==> config.mk <==
export PLATFORM = sky130hd
export DESIGN_NAME = fifo_rd_ctrl
export DESIGN_NICKNAME = d
export VERILOG_FILES = /design/src/rtl/fifo_rd_ctrl.sv
export SDC_FILE = /design/constraint.sdc
export NUM_CORES = 1
export LEC_CHECK = 0
export ABC_AREA = 1
export CAP_MARGIN = 20
export CORE_MARGIN = 3
export CORE_UTILIZATION = 47
export CTS_CLUSTER_DIAMETER = 150
export DETAILED_ROUTE_END_ITERATION = 8
export GPL_TIMING_DRIVEN = 0
export PLACE_DENSITY_LB_ADDON = 0.3
export SKIP_LAST_GASP = 1
export SLEW_MARGIN = 20
export SYNTH_ARGS = -nofsm -noshare
export SYNTH_HDL_FRONTEND = slang
export SYNTH_SLANG_ARGS = --single-unit
==> constraint.sdc <==
create_clock -name rd_clk_i -period 2.62 [get_ports rd_clk_i]
set_clock_uncertainty 0.15 [all_clocks]
set_input_delay 0.262 -clock rd_clk_i [delete_from_list [all_inputs] [get_ports rd_clk_i]]
set_output_delay 0.262 -clock rd_clk_i [all_outputs]
set_load 0.02 [all_outputs]
==> src/rtl/fifo_rd_ctrl.sv <==
// fifo_rd_ctrl: read-side pointer and flag controller for a dual-clock FIFO
// Ports:
//   rd_clk_i        read-domain clock
//   rst_i           synchronous active-high reset
//   rd_en_i         read request (ignored while empty, flagged as underflow)
//   flush_i         discard all stored entries (read pointer jumps to write pointer)
//   wr_gptr_i       Gray write pointer, already synchronised into rd_clk_i
//   rd_addr_o       RAM read address
//   rd_gptr_o       Gray read pointer for the write domain
//   empty_o         FIFO empty
//   almost_empty_o  occupancy <= AE_LEVEL
//   rd_level_o      occupancy seen from the read side
//   rd_valid_o      RAM read data valid (one cycle after an accepted read)
//   underflow_o     sticky read-while-empty flag
module fifo_rd_ctrl #(
    parameter int ADDR_W   = 4,
    parameter int AE_LEVEL = 2
) (
    input  logic              rd_clk_i,
    input  logic              rst_i,
    input  logic              rd_en_i,
    input  logic              flush_i,
    input  logic [ADDR_W:0]   wr_gptr_i,
    output logic [ADDR_W-1:0] rd_addr_o,
    output logic [ADDR_W:0]   rd_gptr_o,
    output logic              empty_o,
    output logic              almost_empty_o,
    output logic [ADDR_W:0]   rd_level_o,
    output logic              rd_valid_o,
    output logic              underflow_o
);
    localparam logic [ADDR_W:0] AE_L = AE_LEVEL[ADDR_W:0];

    function automatic logic [ADDR_W:0] bin2gray(input logic [ADDR_W:0] b);
        return b ^ (b >> 1);
    endfunction

    function automatic logic [ADDR_W:0] gray2bin(input logic [ADDR_W:0] g);
        logic [ADDR_W:0] b;
        b[ADDR_W] = g[ADDR_W];
        for (int i = ADDR_W - 1; i >= 0; i--) b[i] = b[i+1] ^ g[i];
        return b;
    endfunction

    logic [ADDR_W:0] rd_bin_q, rd_bin_d;
    logic [ADDR_W:0] rd_gptr_q, level_d, wr_bin;
    logic [ADDR_W:0] level_q;
    logic            empty_q, ae_q, valid_q, uflow_q, rd_fire;

    always_comb begin
        wr_bin   = gray2bin(wr_gptr_i);
        rd_fire  = rd_en_i & ~empty_q;
        rd_bin_d = rd_bin_q + {{ADDR_W{1'b0}}, rd_fire};
        level_d  = wr_bin - rd_bin_d;
    end

    always_ff @(posedge rd_clk_i) begin
        if (rst_i) begin
            rd_bin_q  <= '0;
            rd_gptr_q <= '0;
            empty_q   <= 1'b1;
            ae_q      <= 1'b1;
            level_q   <= '0;
            valid_q   <= 1'b0;
            uflow_q   <= 1'b0;
        end else if (flush_i) begin
            rd_bin_q  <= wr_bin;
            rd_gptr_q <= wr_gptr_i;
            empty_q   <= 1'b1;
            ae_q      <= 1'b1;
            level_q   <= '0;
            valid_q   <= 1'b0;
            uflow_q   <= 1'b0;
        end else begin
            rd_bin_q  <= rd_bin_d;
            rd_gptr_q <= bin2gray(rd_bin_d);
            // Gray compare keeps empty exact even if level_d is corrupted by a bad write side
            empty_q   <= bin2gray(rd_bin_d) == wr_gptr_i;
            ae_q      <= level_d <= AE_L;
            level_q   <= level_d;
            valid_q   <= rd_fire;
            uflow_q   <= uflow_q | (rd_en_i & empty_q);
        end
    end

    assign rd_addr_o      = rd_bin_q[ADDR_W-1:0];
    assign rd_gptr_o      = rd_gptr_q;
    assign empty_o        = empty_q;
    assign almost_empty_o = ae_q;
    assign rd_level_o     = level_q;
    assign rd_valid_o     = valid_q;
    assign underflow_o    = uflow_q;
endmodule

==> out/results.ini, run 1 <==
[status]
status=finished, final reports clean

[setup_path]
worstPathRequired_ns=2.67
cpPeakStageDelay_ns=0.46
end_kind=register
start_kind=primary input
arrival_ns=2.54
crit_type=primary input to register
cp_slowest_cell=clkdlybuf4s50_1
cp_max_fo=3
path_cells=clkdlybuf4s50_1 -> inv_1 -> nand3_2 -> nand2_4 -> xor2_4 -> xor2_2 -> ha_1 -> inv_1 -> fa_2 -> nand2_1 -> nand3b_1 -> a21oi_2 -> nor2_2 -> nor2_2

[grt]
grt_util_met1=0.2070
grt_busiest_layer=met2
met2_usage=0.2975
grt_pass1_vias=876
grt_pass1_wl_um=3525
grt.total_usage=0.1748
use_met3=0.03134
overflow=0
grt_max_degree=11
antenna_found_initial=0

[min_path]
hold_class=primary input to register

[drt]
wire_per_inst_um=11.94
antenna_left=0
vias=934
drt_iter0_markers=11
wl_um=2257
drtPass1Iterations=4
drc_errors=0
vias_per_cell=4.942

[final_layout]
syn_to_final_growth_pct=36.44
fill_cells=171
diodes=0
final_common_cell=nand2_1
final_util=0.6950
fin_nets=178
drive_above_1_share=0.1543
layout_common_cells=nand2_1, clkdlybuf4s50_1, inv_1, dfxtp_1, nand3_1

[placement]
hpwlAfterDp_um=1718
io_buffer_count=26
routabilityCongestion=0.8263

[job]
maxCapViolCount=0

[sta]
max_clock_freq_mhz=401.4
timing.final.crit_share=0.9510
slew-limit-headroom=0.6775
finalHoldViolations=0
tightest_slew_ns=0.4819
rsz0062_at_grt=false
fin_crit_ns=2.492
setup_violations=0
final_max_slew_viol_count=0

[clocking]
ctsRootBufferMaster=clkbuf_4
cts-hold-fix-buffers=0
clock_latency_ns=0.29
cts_num_sinks=18
htree_num_levels=1
cts_made_buffers=3
clkSlewWorstSetupHoldPaths_ns=0.10
cts_tree=done
cts_buffer_depth=2

[floorplanning]
start_util=0.5094
core_um2=2002
die_area_um2=2765
rows=16
die_height_um=52.58
die_width_um=52.58
io_pins=27

[power]
power_density_nw_per_um2=553.6
ir_drop_mv=0.3788
p_leak_uw=0.0006569
p_total_uw=770.3

[yosys]
synth_cell_type_count=25
async_flop_share=0
postSynthAreaPerCell_um2=7.967
synth_area_um2=1020
synth_flop_cell=dfxtp_1
synth_nets=143
yosys_warnings=0
ys_ff_latch=18
synthCells=128
synth-edff-count=0
yosysSeqAreaShare=0.3534

## cells by family (layout without fill, tap and decap cells)
logic type | count (synthesis) | in the layout | synth area share
XOR/XNOR | 10 | 10 | 0.1117
AO/OA/AOI/OAI | 12 | 12 | 0.07362
buffers and inverters | 22 | 56 | 0.08834
adder cells (fa/ha/maj) | 6 | 6 | 0.08098
flip-flops | 18 | 18 | 0.3534
AND/OR/NAND/NOR | 60 | 60 | 0.2920
## Yosys cell counts, types with 3 or more instances
| cell | n | area share |
|---|---|---|
| dfxtp_1 | 18 | 0.35 |
| ha_1 | 5 | 0.061 |
| inv_1 | 19 | 0.070 |
| nand2_1 | 29 | 0.11 |
| nand3_1 | 11 | 0.054 |
| nand3_2 | 4 | 0.039 |
| nand4_1 | 3 | 0.018 |
| nor2_1 | 5 | 0.018 |
| nor2_2 | 4 | 0.025 |
| o22ai_1 | 7 | 0.043 |
| xor2_1 | 6 | 0.052 |
## per-layer routing
metal | share of wire | vias up
li1 | - | 481
met4 | 0.024 | 0
met1 | 0.43 | 421
met5 | 0 | -
met2 | 0.49 | 25
met3 | 0.051 | 7
## final cells by class
cell class | count | area [um^2] | area share
buffer | 2 | 15.01 | 0.01079
inverter | 20 | 75.07 | 0.05396
sequential | 18 | 360.3 | 0.2590
timing repair buffer | 30 | 291.5 | 0.2095
tap | 27 | 33.78 | 0.02428
multi-input combinational | 88 | 579.3 | 0.4164
clock buffer | 4 | 36.28 | 0.02608
## flip-flops by register name (all words and copies together), names as in the netlist
register	cells
empty_o	1
underflow_o	1
rd_valid_o	1
rd_bin_q	5
rd_gptr_o	4
almost_empty_o	1
rd_level_o	5
## final timing paths
path / depth (start not counted) / endpoint / startpoint / slack [ns]
max: 14 / almost_empty_o / wr_gptr_i[2] / 0.13
max reg2reg: 11 / almost_empty_o / empty_o / 0.34
min reg2reg: 2 / underflow_o / underflow_o / 0.34
min: 3 / rd_bin_q[4] / wr_gptr_i[4] / 0.20
## per-stage QoR
step,std cells,worst slack (ns),setup TNS [ns],cell area [um^2],hold slack [ns]
after floorplan,128,0.2957,0,1020,0.2507
after global placement,181,-0.3669,-0.9788,1314,0.3118
after detailed placement,181,-0.4498,-1.305,1314,0.3043
after CTS,187,0.009190,0,1366,0.3027
after global routing,189,0.01080,0,1391,0.2138
final,189,0.1285,0,1391,0.1977
## worst max-delay path: cells and delay by family
| family | cells | cell delay, ns |
|---|---|---|
| buf+inv | 3 | 0.65 |
| simple gates | 6 | 0.65 |
| fa+ha+maj | 2 | 0.53 |
| xor+xnor | 2 | 0.36 |
| compound gates | 1 | 0.08 |
## timing repair
| item | in CTS | in global routing |
|---|---|---|
| endpoints found under the hold margin | 0 | 0 |
| buffers inserted | 2 | 2 |
| pin swaps | 2 | 1 |
| setup endpoints to repair | 2 | 2 |
| resized for setup | 2 | 3 |
## report_power, final
part / switching, uW / internal [uW] / total, uW
sequential: 11.4 / 300 / 312
combinational: 161 / 132 / 292
clock: 81.6 / 84.7 / 166
total: 254 / 517 / 770
No activity file was read; power rests on OpenSTA's default activity.
==> run 2, diff against run 1 <==
Settings changed: PLACE_DENSITY_LB_ADDON 0.3 to 0.05.
==> run 2 against run 1 <==
- via count increased by 0.11%
- largest power group unchanged
- maximum frequency increased by 5.1%
- highest routed layer unchanged
- wire length decreased by 1.6%
- sequential power about the same
- clock power about the same
- sequential share of layout area unchanged
- count of clock-buffer cells in the layout unchanged
- critical path depth unchanged
- cell area unchanged
- total power increased by 0.10%
==> out/results.ini, run 2 (synthesized netlist as in run 1, its figures left out) <==
[status]
status=finished, final reports clean

[power]
power_density_nw_per_um2=554.2
p_leak_uw=0.0006618
p_total_uw=771.1
pwr-share-comb=0.378
p_sw_frac=0.3310
ir_drop_mv=0.4355
p_seq_frac=0.403
intPower_uw=515.9
switchingPower_uw=255.2
power_frac_clock=0.219

[drt]
drc_errors=0
wire_per_inst_um=11.82
drt_iter0_markers=13
vias=935
antenna_left=0
wl_um=2222
vias_per_cell=4.973
drtPass1Iterations=4

[clocking]
cts_tree=done
ctsRootBufferMaster=clkbuf_4
clock_latency_ns=0.29
cts_buffer_depth=2
htree_num_levels=1
clkSlewWorstSetupHoldPaths_ns=0.11
cts-hold-fix-buffers=0
cts_made_buffers=3
cts_num_sinks=18

[min_path]
hold_class=primary input to register

[placement]
place_ws_ns=-0.4361
io_buffer_count=26
routabilityCongestion=0.8058
place_inst=181
hpwlAfterDp_um=1760

[grt]
overflow=0
grt_pass1_wl_um=3684
antenna_found_initial=0
grt_pass1_vias=865
grt.total_usage=0.1799
grt_max_degree=11

[sta]
finalHoldViolations=0
max_clock_freq_mhz=422.0
final_max_slew_viol_count=0
setup_tns_ns=0
tightest_slew_ns=0.4835
fin_crit_ns=2.370
slew-limit-headroom=0.6765
setup_violations=0
rsz0062_at_grt=false
final.setup.worst_slack_ns=0.2501
timing.final.crit_share=0.9045

[floorplanning]
io_pins=27
rows=16
die_height_um=52.58
start_util=0.5094
die_area_um2=2765
core_um2=2002
die_width_um=52.58

[setup_path]
crit_type=primary input to register
worstPathRequired_ns=2.66
cp_max_fo=4
start_kind=primary input
end_kind=register
reg2reg_slack_ns=0.35
arrival_ns=2.41

[final_layout]
layout.cells.non_filler=188
final_common_cell=nand2_1
layout_common_cells=nand2_1, clkdlybuf4s50_1, dfxtp_1, inv_1, nand3_1
fin_nets=177
diodes=0
drive_above_1_share=0.1615
syn_to_final_growth_pct=36.44

[job]
maxCapViolCount=0

run 2: cell count changes in the layout (fill, tap and decap cells not counted), sizes merged:
cell / before / now
buf: 5 / 4
clkdlybuf4s50: 24 / 23
dlymetal6s2s: 1 / 2
run 2: what timing repair did:
item	4_1_cts	5_1_grt
setup endpoints to repair	2	3
pin swaps	2	2
setup buffers	1	2
gates resized for setup	2	6
run 2: worst paths after layout:
kind | start | endpoint | depth (start not counted)
worst max-delay path | rd_en_i | almost_empty_o | 14
worst min-delay path | wr_gptr_i[4] | rd_bin_q[4] | 3
worst max register to register | empty_o | almost_empty_o | 12
worst min register to register | underflow_o | underflow_o | 2
run 2: power by group through the flow:
stage / Combinational (uW) / Sequential (uW) / Clock (uW)
final: 292 / 311 / 169
after global routing: 322 / 313 / 181
after CTS: 284 / 311 / 173
after detailed placement: 278 / 318 / 0
after global placement: 272 / 316 / 0
after floorplan: 148 / 351 / 0
run 2: layout make-up:
class / count / area, um^2
Fill cell: 175 / 610.6
Multi-Input combinational cell: 88 / 584.3
Sequential cell: 18 / 360.3
Timing Repair Buffer: 29 / 286.5
Inverter: 20 / 75.07
Clock buffer: 4 / 36.28
Tap cell: 27 / 33.78
Buffer: 2 / 15.01
run 2: worst max-delay path, cell delays in order:
cell	delay [ns]
clkdlybuf4s50_1	0.49
inv_1	0.06
nor2_1	0.08
ha_1	0.21
ha_1	0.28
inv_1	0.15
ha_1	0.25
a21o_1	0.17
nand2_1	0.08
nand2_1	0.05
nand2_1	0.05
nand3_1	0.09
nand2_1	0.13
nor2_2	0.04
run 2: layer usage:
metal	share of wire	track usage	wire length, um	up-vias
met5	0	0	0	-
met1	0.46	0.2275	1022	425
met2	0.48	0.2975	1059	23
met3	0.051	0.03989	113	4
li1	-	-	-	483
met4	0.012	0.06383	27	0
run 2: through the flow:
| stage | util | cell area [um^2] | hold slack [ns] |
|---|---|---|---|
| final | 0.6950 | 1391 | 0.2037 |
| after global routing | 0.6950 | 1391 | 0.2121 |
| after CTS | 0.6788 | 1359 | 0.3137 |
| after detailed placement | 0.6563 | 1314 | 0.3115 |
| after global placement | 0.6563 | 1314 | 0.3072 |
| after floorplan | - | 1020 | 0.2507 |
